$ cat config.mk
export PLATFORM = sky130hd
export DESIGN_NAME = uart_tx_buffered
export DESIGN_NICKNAME = d
export VERILOG_FILES = /design/src/rtl/uart_tx_buffered.sv
export SDC_FILE = /design/constraint.sdc
export NUM_CORES = 1
export LEC_CHECK = 0
export BUFFER_PORTS_ARGS = -buffer_cell sky130_fd_sc_hd__buf_2
export CORE_MARGIN = 2
export CORE_UTILIZATION = 61
export CTS_BUF_LIST = sky130_fd_sc_hd__clkbuf_4 sky130_fd_sc_hd__clkbuf_8
export DETAILED_ROUTE_END_ITERATION = 10
export GPL_ROUTABILITY_DRIVEN = 0
export PLACE_DENSITY = 0.77
export SLEW_MARGIN = 20
export SYNTH_ARGS = -nofsm -noshare
export SYNTH_HDL_FRONTEND = slang
export SYNTH_SLANG_ARGS = --single-unit
$ cat constraint.sdc
create_clock -name clk -period 6.4 [get_ports clk]
set_input_delay 0.96 -clock clk [delete_from_list [all_inputs] [get_ports clk]]
set_output_delay 0.96 -clock clk [all_outputs]
set_load 0.01 [all_outputs]
$ cat src/rtl/uart_tx_buffered.sv
// Buffered UART transmitter: FIFO-fed, back-to-back frames, optional parity.
// Optional line-break generation is compiled in with UART_TX_BREAK_EN.
module uart_tx_buffered #(
  parameter int DATA_BITS    = 8,
  parameter int PARITY       = 0,
  parameter int STOP_BITS    = 1,
  parameter int CLKS_PER_BIT = 16,
  parameter int FIFO_DEPTH   = 4
) (
  input  logic                               clk,
  input  logic                               rst,
  input  logic [DATA_BITS-1:0]               data,
  input  logic                               data_valid,
`ifdef UART_TX_BREAK_EN
  input  logic                               send_break,
`endif
  output logic                               data_ready,
  output logic                               tx,
  output logic                               busy,
  output logic                               tx_done,
  output logic [$clog2(FIFO_DEPTH+1)-1:0]    fifo_count
);

  localparam int AW = $clog2(FIFO_DEPTH);
  localparam int CW = $clog2(FIFO_DEPTH+1);
  localparam int BW = $clog2(CLKS_PER_BIT*STOP_BITS);
  localparam int IW = $clog2(DATA_BITS+1);

  localparam logic [BW-1:0] BIT_END  = BW'(CLKS_PER_BIT-1);
  localparam logic [BW-1:0] STOP_END = BW'(CLKS_PER_BIT*STOP_BITS-1);
  localparam logic [BW-1:0] DONE_AT  = BW'(CLKS_PER_BIT*STOP_BITS-2);
  localparam logic [IW-1:0] IDX_END  = IW'(DATA_BITS-1);
  localparam logic [CW-1:0] FULL_CNT = CW'(FIFO_DEPTH);

  typedef enum logic [2:0] {
    S_IDLE,
    S_START,
    S_DATA,
    S_PAR,
    S_STOP
`ifdef UART_TX_BREAK_EN
    ,
    S_BRK,
    S_MAB
`endif
  } state_t;

  state_t               r_state;
  logic [BW-1:0]        r_cnt;
  logic [IW-1:0]        r_idx;
  logic [DATA_BITS-1:0] r_shift;
  logic                 r_par;
  logic                 r_tx;
  logic                 r_done;

  logic [DATA_BITS-1:0] r_mem [FIFO_DEPTH];
  logic [AW-1:0]        r_wptr;
  logic [AW-1:0]        r_rptr;
  logic [CW-1:0]        r_count;

  logic                 w_full;
  logic                 w_empty;
  logic                 w_push;
  logic                 w_pop;
  logic                 w_brk;
  logic                 w_last;
  logic                 w_launch;
  logic [DATA_BITS-1:0] w_head;

  assign w_full  = (r_count == FULL_CNT);
  assign w_empty = (r_count == '0);
  assign w_push  = data_valid && !w_full;
  assign w_head  = r_mem[r_rptr];

`ifdef UART_TX_BREAK_EN
  assign w_brk = send_break;
`else
  assign w_brk = 1'b0;
`endif

  always_comb begin
    w_last = (r_cnt == BIT_END);
    if (r_state == S_STOP) w_last = (r_cnt == STOP_END);
  end

  // Frame boundaries where a new frame (or break) may begin
  always_comb begin
    w_launch = (r_state == S_IDLE) ||
               (r_state == S_STOP && w_last);
`ifdef UART_TX_BREAK_EN
    if (r_state == S_MAB && w_last) w_launch = 1'b1;
`endif
  end

  assign w_pop = w_launch && !w_brk && !w_empty;

  always_ff @(posedge clk) begin
    if (rst) begin
      r_wptr  <= '0;
      r_rptr  <= '0;
      r_count <= '0;
    end else begin
      if (w_push) begin
        r_mem[r_wptr] <= data;
        r_wptr        <= r_wptr + 1'b1;
      end
      if (w_pop) r_rptr <= r_rptr + 1'b1;
      if (w_push && !w_pop)      r_count <= r_count + 1'b1;
      else if (!w_push && w_pop) r_count <= r_count - 1'b1;
    end
  end

  always_ff @(posedge clk) begin
    if (rst) begin
      r_state <= S_IDLE;
      r_cnt   <= '0;
      r_idx   <= '0;
      r_shift <= '0;
      r_par   <= 1'b0;
      r_tx    <= 1'b1;
      r_done  <= 1'b0;
    end else begin
      r_done <= (r_state == S_STOP) && (r_cnt == DONE_AT);
      if (w_launch) begin
        r_cnt <= '0;
`ifdef UART_TX_BREAK_EN
        if (w_brk) begin
          r_state <= S_BRK;
          r_tx    <= 1'b0;
        end else
`endif
        if (!w_empty) begin
          r_state <= S_START;
          r_tx    <= 1'b0;
          r_shift <= w_head;
          r_par   <= (PARITY == 1) ? ~^w_head : ^w_head;
        end else begin
          r_state <= S_IDLE;
          r_tx    <= 1'b1;
        end
      end else begin
        r_cnt <= w_last ? '0 : r_cnt + 1'b1;
        unique case (r_state)
          S_START: if (w_last) begin
            r_state <= S_DATA;
            r_tx    <= r_shift[0];
            r_shift <= r_shift >> 1;
            r_idx   <= '0;
          end
          S_DATA: if (w_last) begin
            if (r_idx == IDX_END) begin
              if (PARITY != 0) begin
                r_state <= S_PAR;
                r_tx    <= r_par;
              end else begin
                r_state <= S_STOP;
                r_tx    <= 1'b1;
              end
            end else begin
              r_idx   <= r_idx + 1'b1;
              r_tx    <= r_shift[0];
              r_shift <= r_shift >> 1;
            end
          end
          S_PAR: if (w_last) begin
            r_state <= S_STOP;
            r_tx    <= 1'b1;
          end
`ifdef UART_TX_BREAK_EN
          // Mark-after-break timing starts when the break is released
          S_BRK: begin
            r_cnt <= '0;
            if (!w_brk) begin
              r_state <= S_MAB;
              r_tx    <= 1'b1;
            end
          end
`endif
          default: ;
        endcase
      end
    end
  end

  assign tx         = r_tx;
  assign tx_done    = r_done;
  assign fifo_count = r_count;
  assign data_ready = !w_full;
  assign busy       = (r_state != S_IDLE) || !w_empty;

endmodule

## Word-level counts from Yosys, hierarchy flattened

Memories as Yosys holds them, arrays and structs flattened. A register that Yosys moved wholly into a read port is not among the register bits.
Cells that the tools add are included.

- Flip-flop bits (word level): 28
- RAM bits: 32
- Input bits: 11
- Output and inout port bits: 7
- Memories: 1

- $add $sub $neg: 6
- Eq/ne operators: 17
- Mux-type cells: 31
- Bitwise gates (word level): 1
- Reductions and logical operators: 24

Memories:

| name | depth | bits a word | read ports | clocked after memory_dff | wr ports | RTL line | source |
|---|---|---|---|---|---|---|---|
| r_mem | 4 | 8 | 1 | 1 | 1 | 56 | `logic [DATA_BITS-1:0] r_mem [FIFO_DEPTH];` |

Operators by type and width:

| cell | count |
|---|---|
| 8-bit two-way mux | 5 |
| 3-bit two-way mux | 7 |
| 8-bit case mux with 2 select lines | 1 |
| 3-bit != test, second input constant | 5 |
| 5-bit AND reduction | 3 |
| 4-bit two-way mux | 3 |
| 1-bit two-way mux | 10 |
| 3-bit case mux with 3 select lines | 1 |
| 4-bit by 1-bit adder with 4-bit output, second input constant | 2 |
| 4-bit equality test, second input constant | 2 |
| 2-bit != test, second input constant | 4 |
| 4-bit case mux with 2 select lines | 1 |
| 3-bit by 2-bit equality test with 1-bit output, second input constant | 2 |
| 3-bit equality test, second input constant | 2 |
| 1-bit logical AND | 6 |
| 3-bit zero test | 2 |
| 3-bit nonzero test | 2 |
| 2-bit by 1-bit adder with 2-bit output, second input constant | 2 |
| 4-bit by 3-bit equality test with 1-bit output, second input constant | 1 |
| 1-bit zero test | 4 |
| 2-bit two-way mux | 2 |
| 4-bit AND reduction | 1 |
| 2-bit nonzero test | 2 |
| 4-bit nonzero test | 1 |
| 7 further kinds | 8 |

## Logic depth before layout (Yosys ltp)

Gate-level depths: netlist of the first run.

- Word-level depth: 7
- Depth in mapped cells: 11

## Worst setup path after synthesis of the first run

No wires, ideal clock.

- Kind: input -> register
- From: in data_valid
- To: reg r_count[2], in the netlist fifo_count[2]
- Arrival: 2.248 ns
- Data required time: 6.329 ns
- Slack: 4.081 ns
- Stages: 8
- Path buffers: 0
- Path through: nand2_1 > inv_1 > ha_1 > inv_1 > fa_1 > xor2_1 > or3_1 > a21oi_1

- Cells in the longest elaborated chain, start to end: 4

RTL lines:

| element | RTL line | source |
|---|---|---|
| start: declaration | 13 | `input logic data_valid,` |
| 1-bit logical AND (*) | 72 | `assign w_push = data_valid && !w_full;` |
| via w_push | 63 | `logic w_push;` |
| 1-bit zero test | 109 | `else if (!w_push && w_pop) r_count <= r_count - 1'b1;` |
| 1-bit logical AND | 109 |  |
| 2-bit nonzero test (no source line) | - |  |
| end signal: assignment | 108 | `if (w_push && !w_pop) r_count <= r_count + 1'b1;` |
| end signal: assignment | 109 |  |
| end: declaration | 59 | `logic [CW-1:0] r_count;` |

The timed path passes the listed nets; every way through them passes the cells marked *.
A chain may end at the register's enable or synchronous reset.

## Worst setup path after layout of the first run

- From: reg r_state[0]
- To: out busy

- Cells in the longest elaborated chain, start to end: 2

RTL lines:

| element | RTL line | source |
|---|---|---|
| start: declaration | 48 | `state_t r_state;` |
| start signal: assignment | 115 | `r_state <= S_IDLE;` |
| start signal: assignment | 133 | `r_state <= S_START;` |
| start signal: assignment | 138 | `r_state <= S_IDLE;` |
| 3-bit nonzero test | 189 | `assign busy = (r_state != S_IDLE) \|\| !w_empty;` |
| 1-bit logical OR | 189 |  |
| end: declaration | 19 | `output logic busy,` |

No other way between the ends.

==> results of run 1 <==
-- worst paths after layout --
| kind | from | cells after the start | endpoint |
|---|---|---|---|
| worst max-delay path | r_state[0] | 4 | busy |
| worst min-delay path | r_cnt[0] | 1 | r_cnt[0] |
| worst max register to register | r_state[0] | 9 | fifo_count[2] |
| worst min register to register | r_cnt[0] | 1 | r_cnt[0] |
-- cell type report --
type,count,area [sq um]
multi-input cells,123,1050
inverters,10,37.5
clock inverters,7,65.1
clock buffers,9,124
well taps,52,65.1
flip-flops and latches,62,1560
repair buffers,17,85.1
fillers,316,1330
-- metrics by stage --
step	instances	cell area [sq um]	power (uW)	hold slack, ns	util
after floorplan	206	2730	773	0.430	-
after global placement	264	2800	810	0.440	0.648
after detailed placement	264	2800	830	0.469	0.648
after CTS	280	2990	1150	0.487	0.691
after global routing	280	2990	1210	0.509	0.692
final	280	2990	1150	0.490	0.692
-- logic make-up after synthesis --
| group | count (synthesis) | synth area share |
|---|---|---|
| multiplexers | 18 | 0.103 |
| AO/OA/AOI/OAI | 39 | 0.102 |
| XOR/XNOR | 6 | 0.0193 |
| buffers and inverters | 21 | 0.0418 |
| adder cells (fa/ha/maj) | 10 | 0.0477 |
| flip-flops | 62 | 0.573 |
| AND/OR/NAND/NOR | 50 | 0.113 |
-- Yosys cell counts, drive strengths merged, types with 3 or more instances --
library cell,instances,area [sq um]
a211oi,3,27.5
a21oi,17,85.1
and2,4,25.0
buf,6,47.5
clkbuf,5,28.8
dfxtp,30,601
edfxtp,32,961
ha,8,100
inv,9,33.8
mux2i,10,100
mux4,8,180
nand2,9,33.8
nand3,4,32.5
nand3b,3,22.5
nor2,13,48.8
nor3,3,20.0
nor4,3,25.0
o21ai,4,20.0
o41ai,7,61.3
or3,3,18.8
xnor2,3,26.3
xor2,3,26.3
-- state kept, by name (all words and copies together), names as in the netlist, named ones only --
name,flops
tx_done,1
r_mem,32
r_shift,8
tx,1
r_wptr,2
r_idx,4
r_state,3
r_cnt,4
r_rptr,2
fifo_count,3
-- per-layer routing --
layer  part of all wire  vias up  routed length [um]  track usage
li1                   -      814                   -            -
met1               0.43      821                2140        0.260
met2               0.51       56                2510        0.347
met3              0.046       10                 228       0.0641
met4              0.017        0                  82       0.0797
met5                  0        -                   0            0
-- power groups by stage --
| stage | clock, uW | sequential (uW) | combinational, uW |
|---|---|---|---|
| floorplan | 0 | 518 | 254 |
| global placement | 0 | 540 | 270 |
| detailed placement | 0 | 545 | 285 |
| CTS | 328 | 538 | 288 |
| global route | 347 | 545 | 314 |
| finish | 326 | 538 | 290 |
-- worst max-delay path, cell delays in order (launching register included) --
cell and delay (ns):
dfxtp_1 0.47, or2_2 0.44, nor2_1 0.11, nand2_1 0.06
buf_2 0.15
==> flow_summary.yaml, run 1 <==
synth:
  ys_warn_count: 0
  syn_avg_cell_area_sq_um: 13.2
  ys_async_sr_fraction: 0
  synth-edff-count: 32
  netlist_instances: 206
  synth_nets: 226
  synthesis.area_sq_um: 2730
  yosysSeqAreaShare: 0.573
  synth.distinct_cells: 47
  synth_seq_cells: 62
  synthFlopType: "edfxtp_1"
global_routing:
  grt_pass1_wl_mm: 8.11
  antenna_found_initial: 0
  grt_use_total: 0.209
  grt_pass1_vias: 1752
  grt_max_degree: 21
  grt.overflow.total: 0
place:
  portBuffers: 17
  post-place-ws_ns: 3.86
  dp_hpwl_mm: 3.40
power:
  pwr-share-comb: 0.251
  p_sw_uw: 363
  ir_drop_v: 0.000329
  p_clk_frac: 0.283
  seqPwrFrac: 0.466
  powerDensity_nw_per_um2: 386
  switching_share: 0.315
  internal-power_uw: 791
  p_leak_uw: 0.00108
route:
  drtIter0Drc: 99
  drt_pass1_iterations: 4
  via_per_inst: 6.08
  drc: 0
  routed_wl_mm: 4.95
  route.vias.total: 1701
  wl_per_cell_um: 17.7
  drtAntennaViolNets: 0
clock_tree:
  cts_max_path_buffers: 2
  tritoncts: "done"
  cts_resized: 0
  cts.sinks: 62
  cts_made_buffers: 9
  postCtsSetupBuffers: 0
  ctsHoldBuffers: 0
  cts-root-buf: "clkbuf_8"
  h-tree-depth: 3
  clk-insertion-delay-late_ns: 0.33
  clk_pin_slew_ns: 0.07
sta:
  max-slew-margin-rel: 0.522
  period_share: 0.392
  maxSlewViolCount: 0
  fin_skew_ns: 0.00625
  setup_viol: 0
  hold_viol: 0
  setup_ws_ns: 3.89
  post-route-min-period_ns: 2.51
  tns_ns: 0
  tightestPinTransition_ns: 0.711
  timing.fmax_mhz: 399
  rsz0062_at_grt: "false"
die:
  die-area_sq_um: 5020
  core_sq_um: 4320
  core.rowCount: 24
  die_h_um: 70.9
  fp.dieW_um: 70.9
  ioPinCount: 18
  initial_core_util: 0.630
flow_run:
  maxCapViolCount: 0
critical_path:
  cp_data_required_time_ns: 5.44
  critical_path.endpoint_type: "output pin"
  cp.arrival_ns: 1.55
  cp_max_fo: 12
  worstSetupPathType: "flop to output pin"
  r2r_setup_slack_ns: 3.94
  cp-start-kind: "flop"
cells_and_area:
  layout_commonest_cell: "edfxtp_1"
  antennaDiodeCount: 0
  layout_common_cells: "edfxtp_1 (32), dfxtp_1 (30), buf_2 (17)"
  nets: 243
  layout-drive-gt1-share: 0.219
  syn_to_final_growth_pct: 9.78
hold_path:
  hp-class: "flop to flop"
outcome:
  status: "finished clean"
Power figures use the tool's default switching activity.
==> run 2: changes to the inputs <==
--- a/config.mk
+++ b/config.mk
@@ -7,11 +7,11 @@
 export LEC_CHECK = 0
 export BUFFER_PORTS_ARGS = -buffer_cell sky130_fd_sc_hd__buf_2
 export CORE_MARGIN = 2
-export CORE_UTILIZATION = 61
+export CORE_UTILIZATION = 56
 export CTS_BUF_LIST = sky130_fd_sc_hd__clkbuf_4 sky130_fd_sc_hd__clkbuf_8
 export DETAILED_ROUTE_END_ITERATION = 10
 export GPL_ROUTABILITY_DRIVEN = 0
-export PLACE_DENSITY = 0.77
+export PLACE_DENSITY = 0.75
 export SLEW_MARGIN = 20
 export SYNTH_ARGS = -nofsm -noshare
 export SYNTH_HDL_FRONTEND = slang
==> constraint.sdc (replaced) <==
create_clock -name clk -period 2.04 [get_ports clk]
set_input_delay 0.306 -clock clk [delete_from_list [all_inputs] [get_ports clk]]
set_output_delay 0.306 -clock clk [all_outputs]
set_load 0.01 [all_outputs]
==> flow_summary.yaml, run 2 (synthesized netlist as in run 1, its figures left out) <==
critical_path:
  critical_path.slowest_cell: "dfxtp_4"
  reg2reg_from: "r_cnt[1]"
  timing.rr.end: "fifo_count[2]"
  cp_data_required_time_ns: 2.32
  rr_worst_depth: 10
  path_cells: "ha_4 > nand3_4 > a211oi_4 > inv_2 > ha_4 > inv_2 > fa_2 > xor2_1 > or3_1 > a21oi_1"
  max_stage_delay_ns: 0.36
  cp_num_buf_inv: 2
  cp.arrival_ns: 2.24
  critical_path.endpoint_type: "flop"
  worstSetupPathType: "flop to flop"
  cp_max_fo: 3
  crit_family: "adder cells"
  r2r_setup_slack_ns: 0.08
  cp-start-kind: "flop"
clock_tree:
  h-tree-depth: 3
  clk-insertion-delay-late_ns: 0.35
  clk_pin_slew_ns: 0.08
  cts_made_buffers: 9
  ctsHoldBuffers: 0
  cts_resized: 0
  tritoncts: "done"
  cts_max_path_buffers: 2
  cts-root-buf: "clkbuf_8"
  cts.sinks: 62
  postCtsSetupBuffers: 0
hold_path:
  hold_depth: 1
  min_to: "r_mem[0][6]"
  hp-class: "input port to flop"
  worst_hold_startpoint: "data[6]"
power:
  powerDensity_nw_per_um2: 1180
  p_leak_uw: 0.00117
  p_clk_frac: 0.259
  pwr-share-comb: 0.303
  switching_share: 0.326
  internal-power_uw: 2560
  total_power_uw: 3800
  p_sw_uw: 1240
  ir_drop_v: 0.000663
  seqPwrFrac: 0.437
cells_and_area:
  regMostFlops: "r_mem"
  layout-drive-gt1-share: 0.324
  nets: 259
  num-fill-cells: 332
  utilization: 0.679
  syn_to_final_growth_pct: 17.6
  top_regs: "r_mem x32, r_shift x8"
  layout_commonest_cell: "edfxtp_1"
  layout_common_cells: "edfxtp_1 (32), dfxtp_1 (25), a21oi_1 (17), buf_2 (17), buf_4 (15)"
  antennaDiodeCount: 0
  largest_reg_flops: 32
route:
  drtIter0Drc: 91
  wl_met1_mm: 2.12
  routed_wl_mm: 4.69
  drt_pass1_iterations: 4
  wl_met2_mm: 2.30
  route.vias.total: 1708
  drtAntennaViolNets: 0
  drc: 0
  dr.max_layer_used: "met4"
  met3WireLength_um: 157
  wl_per_cell_um: 15.1
  via_per_inst: 5.49
die:
  initial_core_util: 0.577
  die-area_sq_um: 5440
  ioPinCount: 18
  die_h_um: 73.8
  core_sq_um: 4720
  core.rowCount: 25
  fp.dieW_um: 73.8
sta:
  timing.fmax_mhz: 510
  hold_viol: 0
  period_share: 0.961
  maxSlewViolCount: 0
  fin_skew_ns: 0.00668
  setup_viol: 0
  tightestPinTransition_ns: 0.450
  max-slew-margin-rel: 0.698
  post-route-min-period_ns: 1.96
outcome:
  status: "finished clean"
global_routing:
  grt_use_total: 0.198
  grt_max_degree: 14
  grt_pass1_wl_mm: 7.67
  grt_pass1_vias: 1624
  antenna_found_initial: 0
  grt.overflow.total: 0
place:
  portBuffers: 17
  dp_hpwl_mm: 3.33
flow_run:
  maxCapViolCount: 0
run 2: per-layer routing:
| metal | up-vias | GRT usage |
|---|---|---|
| met5 | - | 0 |
| met4 | 0 | 0.129 |
| met1 | 819 | 0.244 |
| li1 | 848 | - |
| met3 | 12 | 0.0521 |
| met2 | 29 | 0.309 |
run 2: how the worst max path moves through the flow:
stage / startpoint / endpoint / slack, ns / depth (start not counted)
finish: r_cnt[1] / fifo_count[2] / 0.08 / 10
global placement: fifo_count[0] / fifo_count[2] / 0.11 / 9
detailed placement: fifo_count[0] / fifo_count[2] / 0.02 / 9
global route: r_cnt[1] / fifo_count[2] / -0.01 / 10
floorplan: r_state[0] / fifo_count[2] / -0.03 / 11
CTS: fifo_count[0] / fifo_count[2] / 0.00007 / 9
run 2: cell type report:
| type | instances | area, sq um | share of cell area |
|---|---|---|---|
| Timing Repair Buffer | 33 | 218 | 0.0679 |
| Inverter | 10 | 37.5 | 0.0117 |
| Clock buffer | 9 | 124 | 0.0386 |
| Clock inverter | 7 | 57.6 | 0.0179 |
| Tap cell | 67 | 83.8 | 0.0261 |
| Multi-Input combinational cell | 123 | 1110 | 0.346 |
| Sequential cell | 62 | 1580 | 0.492 |
run 2: worst reg2reg max path, cell delays in order (launching register included):
cell,delay (ns)
dfxtp_4,0.36
ha_4,0.17
nand3_4,0.09
a211oi_4,0.07
inv_2,0.07
ha_4,0.13
inv_2,0.04
fa_2,0.35
xor2_1,0.16
or3_1,0.32
a21oi_1,0.12
run 2: metrics by stage:
step	cell area (sq um)	hold WS [ns]	setup TNS, ns	worst slack (ns)	instances
final	3210	0.165	0	0.0796	311
after global routing	3210	0.160	-0.0122	-0.0122	311
after CTS	3180	0.154	0	0.0000744	311
after detailed placement	2990	0.448	0	0.0236	295
after global placement	2990	0.443	0	0.108	295
after floorplan	2780	0.405	-0.0632	-0.0339	206
run 2: power by group through the flow:
stage / logic [uW] / clock network [uW] / registers, uW
6_report: 1150 / 985 / 1660
5_1_grt: 1270 / 1060 / 1680
3_5_place_dp: 1120 / 0 / 1680
2_1_floorplan: 851 / 0 / 1640
3_3_place_gp: 1100 / 0 / 1670
4_1_cts: 1120 / 1000 / 1660
==> run 3: changes to the inputs <==
--- a/config.mk
+++ b/config.mk
@@ -11,7 +11,7 @@
 export CTS_BUF_LIST = sky130_fd_sc_hd__clkbuf_4 sky130_fd_sc_hd__clkbuf_8
 export DETAILED_ROUTE_END_ITERATION = 10
 export GPL_ROUTABILITY_DRIVEN = 0
-export PLACE_DENSITY = 0.75
+export PLACE_DENSITY = 0.78
 export SLEW_MARGIN = 20
 export SYNTH_ARGS = -nofsm -noshare
 export SYNTH_HDL_FRONTEND = slang
==> flow_summary.yaml, run 3 (synthesized netlist as in run 1, its figures left out) <==
cells_and_area:
  largest_reg_flops: 32
  antennaDiodeCount: 0
  layout-drive-gt1-share: 0.322
  layout_commonest_cell: "edfxtp_1"
  nets: 260
  top_regs: "r_mem x32, r_shift x8"
  regMostFlops: "r_mem"
  utilization: 0.682
  num-fill-cells: 331
  layout_common_cells: "edfxtp_1 (32), dfxtp_1 (24), a21oi_1 (17), buf_2 (17), buf_4 (17)"
  post-route-cell-area_sq_um: 3220
  syn_to_final_growth_pct: 18.1
clock_tree:
  clk_pin_slew_ns: 0.08
  cts-root-buf: "clkbuf_8"
  clk-insertion-delay-late_ns: 0.34
  cts_made_buffers: 9
  h-tree-depth: 3
  postCtsSetupBuffers: 0
  tritoncts: "done"
  cts_max_path_buffers: 2
  cts.sinks: 62
critical_path:
  critical_path.slowest_cell: "dfxtp_4"
  cp_max_fo: 4
  r2r_setup_slack_ns: 0.08
  worstSetupPathType: "flop to flop"
  crit_family: "adder cells"
  cp_num_buf_inv: 2
  max_stage_delay_ns: 0.37
  cp.arrival_ns: 2.23
  path_cells: "ha_4 > nand3_4 > a211oi_4 > inv_2 > ha_4 > inv_2 > fa_2 > xor2_1 > or3_1 > a21oi_1"
  critical_path.endpoint_type: "flop"
  cp-start-kind: "flop"
  cp_data_required_time_ns: 2.31
sta:
  maxSlewViolCount: 0
  period_share: 0.961
  setup_viol: 0
  whs_ns: 0.178
  rsz0062_at_grt: "true"
  hold_viol: 0
  tightestPinTransition_ns: 0.500
  max-slew-margin-rel: 0.667
  timing.fmax_mhz: 510
  post-route-min-period_ns: 1.96
  fin_skew_ns: 0.00672
route:
  drc: 0
  drtAntennaViolNets: 0
  route.vias.total: 1720
  drt_pass1_iterations: 4
  drtIter0Drc: 105
  via_per_inst: 5.51
  wl_per_cell_um: 15.3
  routed_wl_mm: 4.77
die:
  ioPinCount: 18
  core.rowCount: 25
  initial_core_util: 0.577
  die_h_um: 73.8
  core_sq_um: 4720
  fp.dieW_um: 73.8
  die-area_sq_um: 5440
outcome:
  status: "finished clean"
power:
  switching_share: 0.318
  ir_drop_v: 0.000767
  internal-power_uw: 2650
  seqPwrFrac: 0.427
  powerDensity_nw_per_um2: 1210
  pwr-share-comb: 0.289
  total_power_uw: 3890
  p_leak_uw: 0.00118
  p_clk_frac: 0.284
  p_sw_uw: 1240
hold_path:
  hp-class: "input port to flop"
global_routing:
  antenna_found_initial: 0
  grt_use_total: 0.202
  grt_pass1_vias: 1672
  grt.overflow.total: 0
  grt_max_degree: 21
  grt_pass1_wl_mm: 7.96
place:
  dp_hpwl_mm: 3.27
  placed_area_sq_um: 2990
  portBuffers: 17
flow_run:
  maxCapViolCount: 0
## run 3: cell type report
class | count | area (sq um) | share of cell area
sequential | 62 | 1570 | 0.489
multi-input combinational | 123 | 1110 | 0.344
timing repair buffer | 34 | 213 | 0.0661
clock buffer | 9 | 124 | 0.0385
tap | 67 | 83.8 | 0.0260
clock inverter | 7 | 81.3 | 0.0253
inverter | 10 | 37.5 | 0.0117
## run 3: repair_timing
item,4_1_cts,5_1_grt
hold buffers,0,0
setup endpoints to repair,0,8
resized for setup,0,6
## run 3: worst paths after layout
check                        to  depth (start not counted)      from
hold reg to reg        r_cnt[0]                          1  r_cnt[0]
setup reg to reg  fifo_count[2]                         10  r_cnt[0]
hold / removal      r_mem[2][6]                          1   data[6]
setup / recovery  fifo_count[2]                         10  r_cnt[0]
## run 3: through the flow
| stage | cells | setup slack [ns] | TNS [ns] |
|---|---|---|---|
| final | 312 | 0.0805 | 0 |
| after global routing | 312 | -0.0342 | -0.0342 |
| after CTS | 312 | 0.00145 | 0 |
| after detailed placement | 296 | 0.0268 | 0 |
| after global placement | 296 | 0.0747 | 0 |
| after floorplan | 206 | -0.0339 | -0.0632 |
## run 3: power by group through the flow
stage	registers, uW	logic, uW	clock network (uW)
after CTS	1660	1100	1130
after floorplan	1640	851	0
after global routing	1690	1240	1180
after detailed placement	1680	1090	0
after global placement	1680	1070	0
final	1660	1120	1110
## run 3: per-layer routing
layer | track usage | share of wire | wire length, um
met2 | 0.312 | 0.46 | 2200
met5 | 0 | 0 | 0
met4 | 0.0788 | 0.016 | 75
met1 | 0.262 | 0.47 | 2260
met3 | 0.0713 | 0.049 | 232
